===== src/rtl/reg_skid_pkg.sv =====
// reg_skid_pkg
// Shared types for the reg_skid elastic pipeline register.
//   skid_state_e : occupancy of the two-entry buffer (2'd3 is illegal and
//                  recovers to S_EMPTY).
package reg_skid_pkg;

   typedef enum logic [1:0] {
      S_EMPTY = 2'd0,
      S_ONE   = 2'd1,
      S_FULL  = 2'd2
   } skid_state_e;

endpackage : reg_skid_pkg


===== src/rtl/reg_en_arst.sv =====
// reg_en_arst
// DWIDTH-wide data register with load enable and asynchronous active-low
// reset to zero.
// Ports:
//   clk : clock, rising edge
//   rst : asynchronous reset, active low
//   en  : load enable
//   d   : next value, captured when en=1
//   q   : registered value
module reg_en_arst #(
   parameter int unsigned DWIDTH = 32
) (
   input  logic              clk,
   input  logic              rst,
   input  logic              en,
   input  logic [DWIDTH-1:0] d,
   output logic [DWIDTH-1:0] q
);

   always_ff @(posedge clk or negedge rst) begin
      if (!rst) begin
         q <= '0;
      end else if (en) begin
         q <= d;
      end
   end

endmodule : reg_en_arst


===== src/rtl/reg_skid.sv =====
// reg_skid
// Two-entry elastic pipeline register (skid buffer). The upstream side sees
// in_ready_o decoded purely from registered state, so there is no
// combinational path from out_ready_i back to in_ready_o. One transfer per
// cycle, one cycle of latency, strict FIFO order.
//
// Optional build macro: REG_SKID_STALL_CNT_EN adds stall_cnt_o, a saturating
// count of cycles where out_valid_o=1 and out_ready_i=0 (cleared by reset).
//
// Ports:
//   clk         : clock, rising edge
//   rst         : asynchronous reset, active low
//   in_valid_i  : upstream word valid
//   in_data_i   : upstream payload
//   in_ready_o  : buffer can accept a word this cycle
//   out_valid_o : out_data_o holds a valid word
//   out_data_o  : downstream payload (main register)
//   out_ready_i : downstream takes the word this cycle
//   stall_cnt_o : saturating stall counter (REG_SKID_STALL_CNT_EN only)
//
// state   | meaning
// S_EMPTY | nothing buffered, output invalid
// S_ONE   | one word in main, skid unused
// S_FULL  | main holds the head word, skid holds the next; input blocked
module reg_skid
   import reg_skid_pkg::*;
#(
   parameter int unsigned DWIDTH = 32,
   parameter int unsigned CNT_W  = 16
) (
   input  logic              clk,
   input  logic              rst,
   input  logic              in_valid_i,
   input  logic [DWIDTH-1:0] in_data_i,
   output logic              in_ready_o,
   output logic              out_valid_o,
   output logic [DWIDTH-1:0] out_data_o,
   input  logic              out_ready_i
`ifdef REG_SKID_STALL_CNT_EN
   ,
   output logic [CNT_W-1:0]  stall_cnt_o
`endif
);

   skid_state_e       state_q;
   skid_state_e       state_d;
   logic              main_en;
   logic              skid_en;
   logic              main_sel_skid;
   logic [DWIDTH-1:0] main_d;
   logic [DWIDTH-1:0] main_q;
   logic [DWIDTH-1:0] skid_q;
   logic              in_fire;
   logic              out_fire;

   always_ff @(posedge clk or negedge rst) begin
      if (!rst) begin
         state_q <= S_EMPTY;
      end else begin
         state_q <= state_d;
      end
   end

   // Decoded from the state register only; rst gates it low during reset
   // because the reset state (S_EMPTY) would otherwise read as ready.
   assign in_ready_o  = rst & ((state_q == S_EMPTY) | (state_q == S_ONE));
   assign out_valid_o = (state_q == S_ONE) | (state_q == S_FULL);
   assign out_data_o  = main_q;

   assign in_fire  = in_valid_i & in_ready_o;
   assign out_fire = out_valid_o & out_ready_i;

   always_comb begin
      state_d       = state_q;
      main_en       = 1'b0;
      skid_en       = 1'b0;
      main_sel_skid = 1'b0;
      case (state_q)
         S_EMPTY: begin
            if (in_fire) begin
               main_en = 1'b1;
               state_d = S_ONE;
            end
         end
         S_ONE: begin
            if (in_fire && out_fire) begin
               main_en = 1'b1;
            end else if (in_fire) begin
               skid_en = 1'b1;
               state_d = S_FULL;
            end else if (out_fire) begin
               state_d = S_EMPTY;
            end
         end
         S_FULL: begin
            if (out_fire) begin
               main_en       = 1'b1;
               main_sel_skid = 1'b1;
               state_d       = S_ONE;
            end
         end
         default: begin
            state_d = S_EMPTY;
         end
      endcase
   end

   assign main_d = main_sel_skid ? skid_q : in_data_i;

   reg_en_arst #(.DWIDTH(DWIDTH)) u_main (
      .clk (clk),
      .rst (rst),
      .en  (main_en),
      .d   (main_d),
      .q   (main_q)
   );

   // Skid contents only matter in S_FULL, so it is never cleared on drain.
   reg_en_arst #(.DWIDTH(DWIDTH)) u_skid (
      .clk (clk),
      .rst (rst),
      .en  (skid_en),
      .d   (in_data_i),
      .q   (skid_q)
   );

`ifdef REG_SKID_STALL_CNT_EN
   logic [CNT_W-1:0] stall_cnt_q;

   always_ff @(posedge clk or negedge rst) begin
      if (!rst) begin
         stall_cnt_q <= '0;
      end else if (out_valid_o && !out_ready_i && (stall_cnt_q != '1)) begin
         stall_cnt_q <= stall_cnt_q + CNT_W'(1);
      end
   end

   assign stall_cnt_o = stall_cnt_q;
`else
   logic [CNT_W-1:0] unused_cnt_w;
   assign unused_cnt_w = '0;
`endif

endmodule : reg_skid


===== config.mk =====
export PLATFORM = sky130hd
export DESIGN_NAME = reg_skid
export DESIGN_NICKNAME = d
export VERILOG_FILES = /design/src/rtl/reg_skid_pkg.sv /design/src/rtl/reg_en_arst.sv /design/src/rtl/reg_skid.sv
export SDC_FILE = /design/constraint.sdc
export NUM_CORES = 1
export LEC_CHECK = 0
export ABC_AREA = 1
export ABC_CLOCK_PERIOD_IN_PS = 2000
export CAP_MARGIN = 20
export CORE_ASPECT_RATIO = 0.75
export CORE_MARGIN = 4
export CORE_UTILIZATION = 51
export DETAILED_ROUTE_END_ITERATION = 16
export PLACE_DENSITY = 0.8
export SETUP_SLACK_MARGIN = 0.05
export SKIP_CTS_REPAIR_TIMING = 1
export SLEW_MARGIN = 20
export SYNTH_ARGS = -nofsm -noshare
export SYNTH_HDL_FRONTEND = slang
export SYNTH_HIERARCHICAL = 1
export SYNTH_SLANG_ARGS = --single-unit

===== constraint.sdc =====
create_clock -name clk -period 2 [get_ports clk]
set_input_delay 0.4 -clock clk [delete_from_list [all_inputs] [get_ports clk]]
set_output_delay 0.4 -clock clk [all_outputs]
set_load 0.1 [all_outputs]

# Yosys cells after proc, flatten, opt, wreduce, memory -nomap -nowiden
# Index checks and enable logic that the tools add are counted.
[word_totals]
out_inout_bits = 34
register_bits = 66
in_bits = 36
elab_cells = 31
[classes]
mux = 14
n_eq_ne = 6
bitwise = 5
reduce_logical = 3
[ops]
columns = ["op", "count"]
rows = [
  ["32-bit 2-to-1 mux", 1],
  ["2-bit 2-to-1 mux", 5],
  ["1-bit 2-to-1 mux", 6],
  ["2-bit != test, second input constant", 3],
  ["2-bit case mux with 3 select lines", 1],
  ["4-bit AND reduction", 1],
  ["1-bit AND", 3],
  ["3-bit != test, second input constant", 1],
  ["1-bit case mux with 3 select lines", 1],
  ["2-bit by 1-bit == test with 1-bit output, second input constant", 1],
  ["2-bit == test, second input constant", 1],
  ["2-bit zero test", 1],
  ["1-bit bitwise OR", 2],
  ["1-bit logical AND", 1],
]

# Depth between registers and ports, before layout
[depth]
word_depth = 7
depth_mapped = 12
depth_no_buf = 9

# Hierarchy
# Netlist, hierarchy kept.
[modules_own_cells]
columns = ["module", "area_per_inst_um2", "seq_area_each_um2", "instances", "cells_per_inst"]
rows = [
  ["reg_en_arst", 1292.5, 800.8, 2, 136],
  ["reg_skid", 753.2, 50.0, 1, 73],
]

# Least setup slack after synthesis
# OpenSTA, ideal clock, no wires.
[synth_path]
kind = "reg2reg"
start = "register state_q[1]"
end = "register u_main.q[0]"
setup_slack_ns = -0.922
n_path_buf = 2
t_arrival_ns = 2.801
stages_incl_launch_ff = 12
t_required_ns = 1.879
synth_period_minus_slack_ns = 2.922
path_cell_list = "dfrtp_1 inv_1 ha_1 nor2_1 nor2_1 nand3_1 a21oi_1 buf_6 inv_8 buf_12 nand2_2 nand2_1"
[synth_between]
elab_chain_cells = 7
[synth_lines]
columns = ["element", "line_no", "rtl"]
rows = [
  ["from (decl)", "reg_skid.sv:45", "skid_state_e state_q;"],
  ["from (signal assigned)", "reg_skid.sv:60", "state_q <= state_d;"],
  ["2-bit by 1-bit == test with 1-bit output / 2-bit zero test (equally long branches)", "reg_skid.sv:66", "assign in_ready_o = rst & ((state_q == S_EMPTY) | (state_q == S_ONE));"],
  ["1-bit bitwise OR (*)", "reg_skid.sv:66", ""],
  ["1-bit AND (*)", "reg_skid.sv:66", ""],
  ["named net in_ready_o", "reg_skid.sv:35", "output logic in_ready_o,"],
  ["1-bit AND (*)", "reg_skid.sv:70", "assign in_fire = in_valid_i & in_ready_o;"],
  ["1-bit logical AND", "reg_skid.sv:86", "if (in_fire && out_fire) begin"],
  ["1-bit 2-to-1 mux", "reg_skid.sv:86", ""],
  ["1-bit case mux with 3 select lines (*)", "reg_skid.sv:78", "case (state_q)"],
  ["named net main_en", "reg_skid.sv:47", "logic main_en;"],
  ["to (signal assigned)", "reg_en_arst.sv:22", "q <= '0;"],
  ["to (signal assigned)", "reg_en_arst.sv:24", "q <= d;"],
  ["to (decl)", "reg_en_arst.sv:17", "output logic [DWIDTH-1:0] q"],
]
# The timed path passes the listed nets; every way through them passes the cells marked *.
# A chain may end at the register's enable or synchronous reset.

# Worst setup path in the final report
[layout_path]
start = "register state_q[0]"
end = "output in_ready_o"
[layout_between]
elab_chain_cells = 3
[layout_lines]
columns = ["element", "line_no"]
rows = [
  ["2-bit by 1-bit == test with 1-bit output / 2-bit zero test (equally long branches)", "reg_skid.sv:66"],
  ["1-bit bitwise OR (*)", "reg_skid.sv:66"],
  ["1-bit AND (*)", "reg_skid.sv:66"],
  ["to (decl)", "reg_skid.sv:35"],
]
# Every way passes the cells marked *; elsewhere a longest branch is shown, timed or not.

==> results.json <==
{
  "run_status": "completed",
  "seq_area_frac_synth_pct": 49.5,
  "fin_crit_sh_pct": 92.2,
  "antenna_found_initial": 0,
  "totalWireLength_um": 6990,
  "die_area_um2": 7920,
  "row_count": 25,
  "layout.cells.most_common": "nand2_1",
  "antenna_cells_inserted": 0,
  "cts.sink_count": 66,
  "design.core.area_um2": 6320,
  "setup.worst_path.start": "state_q[0]",
  "master_cell_of_the_clock_root_buffer": "clkbuf_8",
  "synth.distinct_cells": 18,
  "syn_to_final_growth_pct": 27.8,
  "clk_pin_slew_ns": 0.07,
  "die_width_um": 101,
  "instance_area_after_placement_um2": 4040,
  "worst_pin_slew_ns": 0.542,
  "postSynthCellCount": 345,
  "die_y_um": 78.1,
  "wl_per_cell_um": 13.9,
  "yosysWarningCount": 6,
  "pre_antenna_drt_iters": 4,
  "postSynthAreaPerCell_um2": 9.68,
  "pin_count_of_the_biggest_net_entering_global_routing": 45,
  "fmax_ghz": 0.542,
  "final_nets": 459,
  "cts_htree_levels": 3,
  "grt_usage_pct": 18.7,
  "setup_repair_after_global_routing_missed_its_margin": "no",
  "max_cap_viol_count": 0,
  "arrival_ns": 1.44,
  "crit-reg2reg-capture": "u_main/q[12]",
  "relSlewSlack_pct": 63.8,
  "clock_path_buffers": 2,
  "drt-vias-per-instance": 4.81,
  "ff2ff_setup_slack_ns": 0.22,
  "setup.worst_path.end": "in_ready_o",
  "fin_worst_skew_ns": 0.00672,
  "first_pass_grt_wire_length_um": 11500,
  "netlist_area_um2": 3340,
  "final.min_clock_period_ns": 1.84,
  "path_class": "reg -> out",
  "clk_latency_ns": 0.34,
  "final_cell_mix": "182 x nand2_1, 65 x dfrtp_1, 37 x buf_4",
  "io_buffers": 69,
  "grt_overflow_total": 0,
  "timing.setup.tns_ns": 0,
  "via_count_of_the_first_global_routing_pass": 2373,
  "mappedNetlistNets": 386,
  "r2r-start": "state_q[0]",
  "route.detailed.drc": 0,
  "cp-start-kind": "flip-flop",
  "number_of_vias_after_detailed_routing": 2423,
  "cts_tree": "built",
  "drt_antenna_net_count": 0,
  "required_ns": 1.60,
  "timing_hold_violations_final": 0,
  "initial_utilization_pct": 52.8,
  "yosys_register_bits": 66,
  "finalSetupViolCount": 0,
  "hp-class": "in -> async",
  "post_route_cells_drive_above_1_share_pct": 30.3,
  "final-max-slew-violation-count": 0,
  "element_type_at_the_critical_path_end": "output port",
  "numCtsBuffers": 9,
  "drt_iter0_markers": 86,
  "replace_congestion": 0.805,
  "stdcell_area_um2": 4270,
  "crit_path_max_fanout": 4,
  "hpwlAfterDp_um": 4790,
  "ios": 70,
  "reg2regPathDepth": 10
}
stage by stage:
step / cells / utilization [%] / hold WS, ns / setup slack, ns
detailed placement: 488 / 63.9 / 0.439 / 0.0124
global route: 504 / 67.5 / 0.0785 / 0.102
finish: 504 / 67.5 / 0.0744 / 0.156
floorplan: 345 / - / 0.104 / -0.0516
global placement: 488 / 63.9 / 0.442 / 0.0351
CTS: 504 / 67.5 / 0.0660 / 0.134
logic make-up after synthesis:
logic type,share of synthesized area (%)
AND/OR/NAND/NOR,26.0
flip-flops,49.5
multiplexers,14.1
buffers and inverters,8.17
AO/OA/AOI/OAI,0.450
adder cells (fa/ha/maj),1.87
synthesized netlist by cell type:
| cell | instances | share of area [%] |
|---|---|---|
| dfrtp_1 | 66 | 49 |
| inv_1 | 6 | 0.67 |
| nand2_4 | 1 | 0.34 |
| inv_2 | 1 | 0.11 |
| inv_8 | 2 | 0.67 |
| mux2_2 | 3 | 1.0 |
| nand2_1 | 182 | 20 |
| a21oi_1 | 2 | 0.30 |
| nand3_1 | 4 | 0.60 |
| nor2_1 | 4 | 0.45 |
| buf_6 | 9 | 3.0 |
| mux2_4 | 29 | 13 |
| clkbuf_8 | 6 | 2.5 |
| ha_1 | 5 | 1.9 |
| nand4_1 | 1 | 0.19 |
| o21ai_0 | 1 | 0.15 |
| nand2_2 | 21 | 3.9 |
| buf_12 | 2 | 1.2 |
critical path: stages (launching register included):
cell and delay [ns]:
dfrtp_2 0.43, buf_4 0.16, ha_4 0.16, nor2_2 0.12, nor2_4 0.07, buf_12 0.16
metal layers:
layer  share of wire [%]  track usage (%)  wire length [um]
met3                 6.1             6.22               430
met2                  46             28.5              3220
met1                  47             26.0              3270
met5                   0                0                 0
met4                 1.1             4.38                74
flip-flops by register name, summed over array words and instances, names as in the netlist:
name and flops:
u_skid/q 32, u_main/q 32, state_q 2
worst min-delay path by stage:
stage | from | end | slack (ns) | cells past startpoint
final | rst | u_main/q[6] | 0.07 | 2
after global routing | rst | state_q[0] | 0.08 | 2
after CTS | rst | state_q[0] | 0.07 | 2
after detailed placement | rst | state_q[0] | 0.44 | 2
after global placement | rst | state_q[0] | 0.44 | 2
after floorplan | rst | state_q[0] | 0.10 | 0
final cells by class:
type,instances,area (um^2)
inverter,9,48.8
clock buffer,10,138
clock inverter,6,88.8
tap,81,101
sequential,66,1650
timing repair buffer,79,763
multi-input combinational,253,1470
fill,482,2050
Power is not shown: default switching activity piles up to over one toggle a cycle in this logic, so the estimate is an artifact.
